--- config.mk ---
export PLATFORM = sky130hd
export DESIGN_NAME = ft_rx_reader_flat
export DESIGN_NICKNAME = d
export VERILOG_FILES = /design/src/rtl/ft_rx_reader_if.sv /design/src/rtl/ft_rx_reader.sv /design/src/flat_wrapper.sv
export SDC_FILE = /design/constraint.sdc
export NUM_CORES = 2
export LEC_CHECK = 0
export ABC_AREA = 1
export BUFFER_PORTS_ARGS = -buffer_cell sky130_fd_sc_hd__buf_2
export CORE_AREA = 2 2 460 462
export CTS_CLUSTER_DIAMETER = 200
export CTS_CLUSTER_SIZE = 12
export DETAILED_ROUTE_END_ITERATION = 10
export DIE_AREA = 0 0 462 464
export PLACE_DENSITY_LB_ADDON = 0.12
export RECOVER_POWER = 25
export SLEW_MARGIN = 20
export SYNTH_ARGS = -nofsm -noshare
export SYNTH_HDL_FRONTEND = slang
export SYNTH_SLANG_ARGS = --single-unit
--- constraint.sdc ---
create_clock -name clk_in -period 4.4 [get_ports clk_in]
set_input_delay 0.44 -clock clk_in [delete_from_list [all_inputs] [get_ports clk_in]]
set_output_delay 0.44 -clock clk_in [all_outputs]
set_load 0.005 [all_outputs]
--- src/rtl/ft_rx_reader_if.sv ---
// Signal bundle between the FT600 receive reader and its surroundings:
// FT bus pins (input view plus OE/RD drives), arbiter handshake and the user-side FIFO port.
interface ft_rx_reader_if #(
  parameter int AW = 6
) ();
  logic          usb_rxf;
  logic [31:0]   usb_data_in;
  logic [3:0]    usb_be_in;
  logic          bus_free;
  logic          usb_oe;
  logic          usb_rd;
  logic          bus_busy;
  logic [31:0]   rx_data;
  logic [3:0]    rx_be;
  logic          rx_valid;
  logic          rx_read;
  logic [AW:0]   rx_level;
  logic [31:0]   word_cnt;
  logic          ovf;

  modport master (
    input  usb_rxf, usb_data_in, usb_be_in, bus_free, rx_read,
    output usb_oe, usb_rd, bus_busy, rx_data, rx_be, rx_valid, rx_level, word_cnt, ovf
  );

  modport slave (
    output usb_rxf, usb_data_in, usb_be_in, bus_free, rx_read,
    input  usb_oe, usb_rd, bus_busy, rx_data, rx_be, rx_valid, rx_level, word_cnt, ovf
  );
endinterface

--- src/rtl/ft_rx_reader.sv ---
// FT600 receive-direction master: bursts host words off the FT bus into a show-ahead FIFO
// and hands them to user logic through a valid/read handshake.
module ft_rx_reader #(
  parameter int AW        = 6,
  parameter int BURST_MAX = 32
) (
  input  logic           clk_in,
  input  logic           rst_in,
  ft_rx_reader_if.master bus
);

  localparam int DEPTH = 1 << AW;
  localparam int BW    = $clog2(BURST_MAX + 1);

  typedef enum logic [1:0] {IDLE, OE, READ, DONE} state_t;

  state_t          state_q;
  logic            oe_q, rd_q, busy_q;
  logic [BW-1:0]   burst_q;

  logic [35:0]     mem_q [DEPTH];
  logic [AW-1:0]   wptr_q, wptr_d, rptr_q, rptr_d;
  logic [AW:0]     level_q, level_d;
  logic [31:0]     cnt_q, cnt_d;
  logic            ovf_q, ovf_d;
  logic            push, pop, full, room, accept;
  logic [35:0]     head;

  assign push   = rd_q & bus.usb_rxf;
  assign pop    = bus.rx_read & (level_q != '0);
  assign full   = (level_q == (AW+1)'(DEPTH));
  assign accept = push & (~full | pop);
  // A burst may only start when a full BURST_MAX words are guaranteed to fit.
  assign room   = (DEPTH - int'(level_q)) >= BURST_MAX;

  always_ff @(posedge clk_in or negedge rst_in) begin
    if (!rst_in) begin
      state_q <= IDLE;
      oe_q    <= 1'b0;
      rd_q    <= 1'b0;
      busy_q  <= 1'b0;
      burst_q <= '0;
    end else begin
      case (state_q)
        IDLE: begin
          if (bus.usb_rxf && bus.bus_free && room) begin
            state_q <= OE;
            oe_q    <= 1'b1;
            busy_q  <= 1'b1;
          end
        end
        OE: begin
          state_q <= READ;
          rd_q    <= 1'b1;
        end
        READ: begin
          if (!bus.usb_rxf) begin
            state_q <= DONE;
            oe_q    <= 1'b0;
            rd_q    <= 1'b0;
          end else begin
            burst_q <= burst_q + 1'b1;
            if (burst_q == BW'(BURST_MAX - 1)) begin
              state_q <= DONE;
              oe_q    <= 1'b0;
              rd_q    <= 1'b0;
            end
          end
        end
        DONE: begin
          state_q <= IDLE;
          busy_q  <= 1'b0;
          burst_q <= '0;
        end
        default: state_q <= IDLE;
      endcase
    end
  end

  always_comb begin
    wptr_d  = wptr_q;
    rptr_d  = rptr_q;
    level_d = level_q;
    cnt_d   = cnt_q;
    ovf_d   = ovf_q;
    if (accept) begin
      wptr_d = wptr_q + 1'b1;
      cnt_d  = cnt_q + 32'd1;
    end
    if (pop) rptr_d = rptr_q + 1'b1;
    case ({accept, pop})
      2'b10:   level_d = level_q + 1'b1;
      2'b01:   level_d = level_q - 1'b1;
      default: level_d = level_q;
    endcase
    if (push && full && !pop) ovf_d = 1'b1;
  end

  always_ff @(posedge clk_in or negedge rst_in) begin
    if (!rst_in) begin
      wptr_q  <= '0;
      rptr_q  <= '0;
      level_q <= '0;
      cnt_q   <= '0;
      ovf_q   <= 1'b0;
    end else begin
      wptr_q  <= wptr_d;
      rptr_q  <= rptr_d;
      level_q <= level_d;
      cnt_q   <= cnt_d;
      ovf_q   <= ovf_d;
    end
  end

  always_ff @(posedge clk_in) begin
    if (accept) mem_q[wptr_q] <= {bus.usb_be_in, bus.usb_data_in};
  end

  // Empty FIFO presents zeros so stale storage never leaks out after reset.
  assign head         = mem_q[rptr_q];
  assign bus.rx_data  = (level_q != '0) ? head[31:0]  : 32'd0;
  assign bus.rx_be    = (level_q != '0) ? head[35:32] : 4'd0;
  assign bus.rx_valid = (level_q != '0);
  assign bus.rx_level = level_q;
  assign bus.word_cnt = cnt_q;
  assign bus.ovf      = ovf_q;
  assign bus.usb_oe   = oe_q;
  assign bus.usb_rd   = rd_q;
  assign bus.bus_busy = busy_q;

endmodule

--- src/flat_wrapper.sv ---
// flat-port wrapper written by rule: the top's interface ports become plain ports
module ft_rx_reader_flat 
#(
  parameter int AW        = 6,
  parameter int BURST_MAX = 32
)
  (clk_in, rst_in, bus_usb_rxf, bus_usb_data_in, bus_usb_be_in, bus_bus_free, bus_rx_read, bus_usb_oe, bus_usb_rd, bus_bus_busy, bus_rx_data, bus_rx_be, bus_rx_valid, bus_rx_level, bus_word_cnt, bus_ovf);
  ft_rx_reader_if #(.AW(AW)) bus_i ();
  input  logic clk_in;
  input  logic rst_in;
  input wire logic [$bits(bus_i.usb_rxf)-1:0] bus_usb_rxf;
  input wire logic [$bits(bus_i.usb_data_in)-1:0] bus_usb_data_in;
  input wire logic [$bits(bus_i.usb_be_in)-1:0] bus_usb_be_in;
  input wire logic [$bits(bus_i.bus_free)-1:0] bus_bus_free;
  input wire logic [$bits(bus_i.rx_read)-1:0] bus_rx_read;
  output wire logic [$bits(bus_i.usb_oe)-1:0] bus_usb_oe;
  output wire logic [$bits(bus_i.usb_rd)-1:0] bus_usb_rd;
  output wire logic [$bits(bus_i.bus_busy)-1:0] bus_bus_busy;
  output wire logic [$bits(bus_i.rx_data)-1:0] bus_rx_data;
  output wire logic [$bits(bus_i.rx_be)-1:0] bus_rx_be;
  output wire logic [$bits(bus_i.rx_valid)-1:0] bus_rx_valid;
  output wire logic [$bits(bus_i.rx_level)-1:0] bus_rx_level;
  output wire logic [$bits(bus_i.word_cnt)-1:0] bus_word_cnt;
  output wire logic [$bits(bus_i.ovf)-1:0] bus_ovf;
  assign bus_i.usb_rxf = bus_usb_rxf;
  assign bus_i.usb_data_in = bus_usb_data_in;
  assign bus_i.usb_be_in = bus_usb_be_in;
  assign bus_i.bus_free = bus_bus_free;
  assign bus_i.rx_read = bus_rx_read;
  assign bus_usb_oe = bus_i.usb_oe;
  assign bus_usb_rd = bus_i.usb_rd;
  assign bus_bus_busy = bus_i.bus_busy;
  assign bus_rx_data = bus_i.rx_data;
  assign bus_rx_be = bus_i.rx_be;
  assign bus_rx_valid = bus_i.rx_valid;
  assign bus_rx_level = bus_i.rx_level;
  assign bus_word_cnt = bus_i.word_cnt;
  assign bus_ovf = bus_i.ovf;
  ft_rx_reader #(.AW(AW), .BURST_MAX(BURST_MAX)) u_core (.clk_in(clk_in), .rst_in(rst_in), .bus(bus_i));
endmodule
After elaboration in Yosys (flattened, before gate mapping) --
Memory sizes are Yosys's and may differ from the RTL's. Cells that the tools add are included.
Operators by class: add/subtract/negate cells 7, magnitude comparators 1, equal/unequal tests 10, multiplexer cells 17, bitwise logic cells 5, reduce and logical (&&, ||, !) cells 17
Operators by type and width (count):
- $add A32 B1 Y32 const B | 1
- $ge A32 B7 Y1 const B | 1
- $mux W32 | 1
- $add A6 B1 Y6 const B | 3
- $pmux W7 S2 | 1
- $pmux W6 S2 | 1
- $reduce_bool A2 Y1 | 5
- $pmux W2 S4 | 1
- $reduce_and A2 Y1 | 4
- $sub A7 B7 Y8 const A | 1
- $add A7 B1 Y7 const B | 1
- $eq A7 B7 Y1 const B | 1
- $reduce_bool A7 Y1 | 1
- $sub A7 B1 Y7 const B | 1
- $eq A2 B2 Y1 const B | 3
- $eq A6 B5 Y1 const B | 1
- $mux W2 | 3
- $mux W6 | 1
- $pmux W1 S2 | 3
- $mux W1 | 5
- $eq A2 B1 Y1 const B | 2
- $logic_and A1 B1 Y1 | 4
- $mux W4 | 1
- $and A1 B1 Y1 | 3
- other kinds (8) | 8
Storage, ports and cells: register bits 63, RAM bits 2304, word-level logic and storage cells 68, memories 1
Memory list:
- u_core.mem_q | words 64, bits a word 36, rd ports 1, clocked after memory_dff 0, write ports 1, RTL line ft_rx_reader.sv:21 | logic [35:0] mem_q [DEPTH];

Depth between registers and ports, before layout --
word-level depth 6, gate-level depth with buffers 17, depth with buffers taken out 17

Worst setup path before layout --
OpenSTA, ideal clock, no wires.
path type register to register, from register u_core.level_q[2] (netlist: u_core.bus.rx_level[2]), to memory u_core.mem_q[7][0], enable pin, setup time 0.474 ns, arrival time 3.646 ns, data required time 3.926 ns, path slack 0.280 ns, cell stages (with the launch flop) 9, path buffers 2, cell sequence dfrtp_1 > inv_1 > nand2_2 > nor2_1 > nand4_1 > nand2_2 > buf_2 > clkbuf_1 > nor3_1
On the way: longest elaborated chain between the ends 6, elaborated cells between the ends (all ways) 8, those cells by class eq/ne (1); mux (2); bitwise (4); reduce/logical (1)
RTL lines:
- from (decl) | RTL line ft_rx_reader.sv:23 | logic [AW:0] level_q, level_d;
- from (signal assigned) | RTL line ft_rx_reader.sv:109 | level_q <= level_d;
- $reduce_bool A7 Y1 or $eq A7 B7 Y1 (tied branches) | RTL line ft_rx_reader.sv:30, ft_rx_reader.sv:31
- $and A1 B1 Y1 or $not A1 Y1 (tied branches) | RTL line ft_rx_reader.sv:30, ft_rx_reader.sv:32
- $or A1 B1 Y1 * | RTL line ft_rx_reader.sv:32 | assign accept = push & (~full | pop);
- $and A1 B1 Y1 * | RTL line ft_rx_reader.sv:32
- $mux W1 * | RTL line ft_rx_reader.sv:116 | if (accept) mem_q[wptr_q] <= {bus.usb_be_in, bus.usb_data_in};
- $mux W1 (implied by the code) * | RTL line ft_rx_reader.sv:116
- to (decl) | RTL line ft_rx_reader.sv:21
Mark *: on every way between the ends. The rest lies on a longest branch, timed or not.

Worst setup path after layout --
from register u_core.rptr_q[2], to output bus_rx_data[21]
On the way: longest elaborated chain between the ends 2
RTL lines:
- from (decl) | RTL line ft_rx_reader.sv:22 | logic [AW-1:0] wptr_q, wptr_d, rptr_q, rptr_d;
- from (signal assigned) | RTL line ft_rx_reader.sv:108 | rptr_q <= rptr_d;
- $mem_v2 Z64 W36
- $mux W32 | RTL line ft_rx_reader.sv:121 | assign bus.rx_data = (level_q != '0) ? head[31:0] : 32'd0;
- to (decl) | RTL line flat_wrapper.sv:19 | output wire logic [$bits(bus_i.rx_data)-1:0] bus_rx_data;
No other way between the ends.

==> results.sh <==
export IMPL_ir_drop_mv=0.627
export IMPL_drv_cap=26
export IMPL_worst_pin_slew_ns=3.03
export IMPL_path_max_fanout=57
export IMPL_cts_tree="built"
export IMPL_nets=7355
export IMPL_postRouteWirelength_mm=291
export IMPL_final_antenna_net_count=0
export IMPL_core_rowCount=168
export IMPL_clock_sinks=2367
export IMPL_cts_inserted_buffers=215
export IMPL_grt_max_degree=162
export IMPL_avgRoutedWirePerCell_um=28.7
export IMPL_powerDensity_nw_per_um2=633
export IMPL_seqPwrFrac_pct=38.9
export IMPL_power_mw=66.5
export IMPL_violations="max-capacitance violations, max-slew violations"
export IMPL_multiInputGateArea_um2=21000
export IMPL_initialDrtViolationCount=6653
export IMPL_p_sw_mw=25.2
export IMPL_dr_pass1_iters=6
export IMPL_syn_avg_cell_area_um2=13.1
export IMPL_drc_errors=0
export IMPL_critPathRequiredTime_ns=3.96
export IMPL_hold_class="in -> reg"
export IMPL_grt_total_usage_pct=26.8
export IMPL_clkLatencyLatePin_ns=0.87
export IMPL_grt_pass1_wl_mm=417
export IMPL_antenna_found_initial=13
export IMPL_dieArea_um2=214000
export IMPL_setup_violations=0
export IMPL_synth_area_um2=93900
export IMPL_run_status="finished with violations"
export IMPL_path_common_cell="nand3_1"
export IMPL_gr_total_overflow=0
export IMPL_seq_area_frac_synth_pct=75.4
export IMPL_slowest_stage="inv_6"
export IMPL_period_share_pct=99.1
export IMPL_seq_area_um2=70800
export IMPL_yosysWarnings=0
export IMPL_htreeDepth=4
export IMPL_p_int_mw=41.2
export IMPL_num_fill_cells=18000
export IMPL_skew_ns=0.0583
export IMPL_area_delta_synth_final_pct=11.9
export IMPL_ys_types=40
export IMPL_clock_tree_root_cell="clkbuf_16"
export IMPL_port_buffers=120
export IMPL_routabilityCongestion=0.800
export IMPL_max_stage_delay_ns=0.68
export IMPL_fin_util_pct=50.2
export IMPL_pwr_share_comb_pct=35.8
export IMPL_final_min_clock_period_ns=4.36
export IMPL_die_x_um=462
export IMPL_clkTransAtPathRegs_ns=0.07
export IMPL_hpwl_mm=150
export IMPL_initial_core_util_pct=44.9
export IMPL_slew_limit_headroom_pct=-102
export IMPL_fmax_mhz=229
export IMPL_cts_max_path_buffers=3
export IMPL_critPathKind="reg -> out"
export IMPL_crit_chain="inv_6 -> buf_4 -> o211ai_1 -> nand3_1 -> nand3_1 -> nand3_1 -> a21oi_1 -> buf_2"
export IMPL_syn_instance_count=7185
export IMPL_synth_nets=7235
export IMPL_rsz0062_at_grt="no"
export IMPL_end_kind="output pin"
export IMPL_hold_viol=0
export IMPL_grt_pass1_vias=58100
export IMPL_p_clk_share_pct=25.3
export IMPL_viasPerCell=5.99
export IMPL_layout_drive_gt1_share_pct=9.69
export IMPL_dr_total_vias=60800
export IMPL_drv_slew=1666
export IMPL_p_leak_nw=33.5
export IMPL_ys_seq_elements=2367
export IMPL_p_sw_share_pct=38.0
export IMPL_start_kind="flip-flop"
export IMPL_coreArea_um2=209000
export IMPL_die_h_um=464
export IMPL_worstPathArrival_ns=3.92
export IMPL_io_pin_count=121
## placed cells by master (no fill, tap or decap), types with 8 or more instances in the layout
cell type | Yosys | final
buf_2 | 135 | 106
or2_2 | 17 | 17
buf_4 | 54 | 165
xor2_1 | 31 | 31
a21oi_1 | 168 | 156
dfrtp_1 | 63 | 58
o22ai_1 | 298 | 298
xnor2_1 | 11 | 11
inv_1 | 54 | 53
o21ai_0 | 1060 | 1060
edfxtp_1 | 2304 | 2304
inv_6 | 0 | 8
clkbuf_1 | 264 | 55
o211ai_1 | 252 | 252
buf_12 | 1 | 86
nor2_4 | 0 | 64
nand2_1 | 455 | 455
nand3_1 | 324 | 324
nor3_1 | 19 | 17
o21ai_1 | 82 | 82
ha_1 | 9 | 9
o221ai_1 | 37 | 37
a21oi_2 | 0 | 12
nand4_1 | 43 | 43
nor2_1 | 1433 | 1370
clkbuf_16 | 0 | 218
## worst max-delay path: cells and delay by family (launching register included)
family                 cells  cell delay [ns]
flip-flops                 1             0.56
buffers and inverters      3             1.44
AO/OA/AOI/OAI              2             0.40
AND/OR/NAND/NOR            3             0.56
## power groups by stage
stage | Sequential (mW) | Clock (mW) | Combinational [mW]
CTS | 25.8 | 17.1 | 23.7
global route | 25.9 | 17.9 | 25.7
detailed placement | 26.3 | 0 | 23.4
floorplan | 26.1 | 0 | 14.1
finish | 25.8 | 16.8 | 23.8
global placement | 26.3 | 0 | 23.4
## sequential cells by signal, indices dropped and copies added, names as in the netlist
name,cells
u_core.wptr_q,6
u_core.bus.word_cnt,32
u_core.burst_q,6
u_core.state_q,2
u_core.bus.usb_oe,1
u_core.bus.ovf,1
u_core.mem_q,2304
u_core.bus.rx_level,7
u_core.bus.usb_rd,1
u_core.rptr_q,6
u_core.bus.bus_busy,1
## cells in the mapped netlist (all sizes together)
library cell  instances  share of area (%)
clkbuf              266                1.1
a211oi                1             0.0080
nand4                43               0.29
o21a                  1             0.0080
o22ai               298                2.0
o21ai              1142                6.1
nand2               457                1.8
edfxtp             2304                 74
o221ai               37               0.35
nor3                 19               0.10
ha                    9               0.12
nand3b                1             0.0080
dfrtp                63                1.7
xor2                 31               0.29
nand3               325                1.7
o21bai                2              0.016
nor4                  5              0.033
or2                  17               0.11
buf                 226                1.5
a2bb2oi               1             0.0093
clkinv                2             0.0080
inv                  62               0.25
a21oi               168               0.90
xnor2                11               0.10
o31ai                 1             0.0080
nor2               1439                5.8
o211ai              252                2.0
nor3b                 2              0.016
## cell families after synthesis
kind of cell | share of synthesized area [%]
AO/OA/AOI/OAI | 11.4
flip-flops | 75.4
XOR/XNOR | 0.392
buffers and inverters | 2.84
adder cells (fa/ha/maj) | 0.120
AND/OR/NAND/NOR | 9.90
## per-layer routing
metal / vias up / track usage (%) / wire length (um)
met3: 470 / 3.47 / 20000
met2: 2479 / 42.3 / 136000
met5: - / 0 / 23
li1: 26800 / - / -
met1: 31100 / 38.4 / 124000
met4: 4 / 9.12 / 10700
## metrics by stage
step           area [um2]  TNS (ns)  worst slack (ns)  hold slack [ns]  std cells
2_1_floorplan       93900         0             0.280            0.144       7185
6_report           105000         0            0.0412            0.247      10200
4_1_cts            105000   -0.0746           -0.0303           0.0122      10200
3_5_place_dp        99200         0             0.657            0.466       9879
5_1_grt            105000         0            0.0151            0.266      10200
3_3_place_gp        99100         0             0.640            0.453       9876
## worst paths after layout
path	start	end	slack [ns]	cells after the start
max	u_core.rptr_q[2]	bus_rx_data[21]	0.04	8
min	bus_usb_data_in[8]	u_core.mem_q[23][8]	0.25	2
min in group asynchronous	rst_in	u_core.state_q[0]	0.27	2
min reg2reg	u_core.bus.ovf	u_core.bus.ovf	0.48	1
max reg2reg	u_core.bus.rx_level[2]	u_core.mem_q[31][28]	1.22	9
max in group asynchronous	rst_in	u_core.bus.word_cnt[11]	3.12	3
## what timing repair did
item | in CTS | in global routing
cloned | 3 | 0
resized for setup | 7 | 8
hold endpoints to repair | 39 | 0
buffers inserted | 5 | 1
setup endpoints to repair | 29 | 16
hold buffers | 6 | 0
## layout make-up
class | count | share of cell area [%]
diodes | 6 | 0.0143
clock buffers | 246 | 5.29
clock inverters | 13 | 0.192
inverters | 64 | 0.279
multi-input cells | 4262 | 20.0
flip-flops and latches | 2367 | 67.4
well taps | 2805 | 3.34
repair buffers | 392 | 3.51
repair inverters | 3 | 0.0250
No activity file was read; power rests on OpenSTA's default activity.
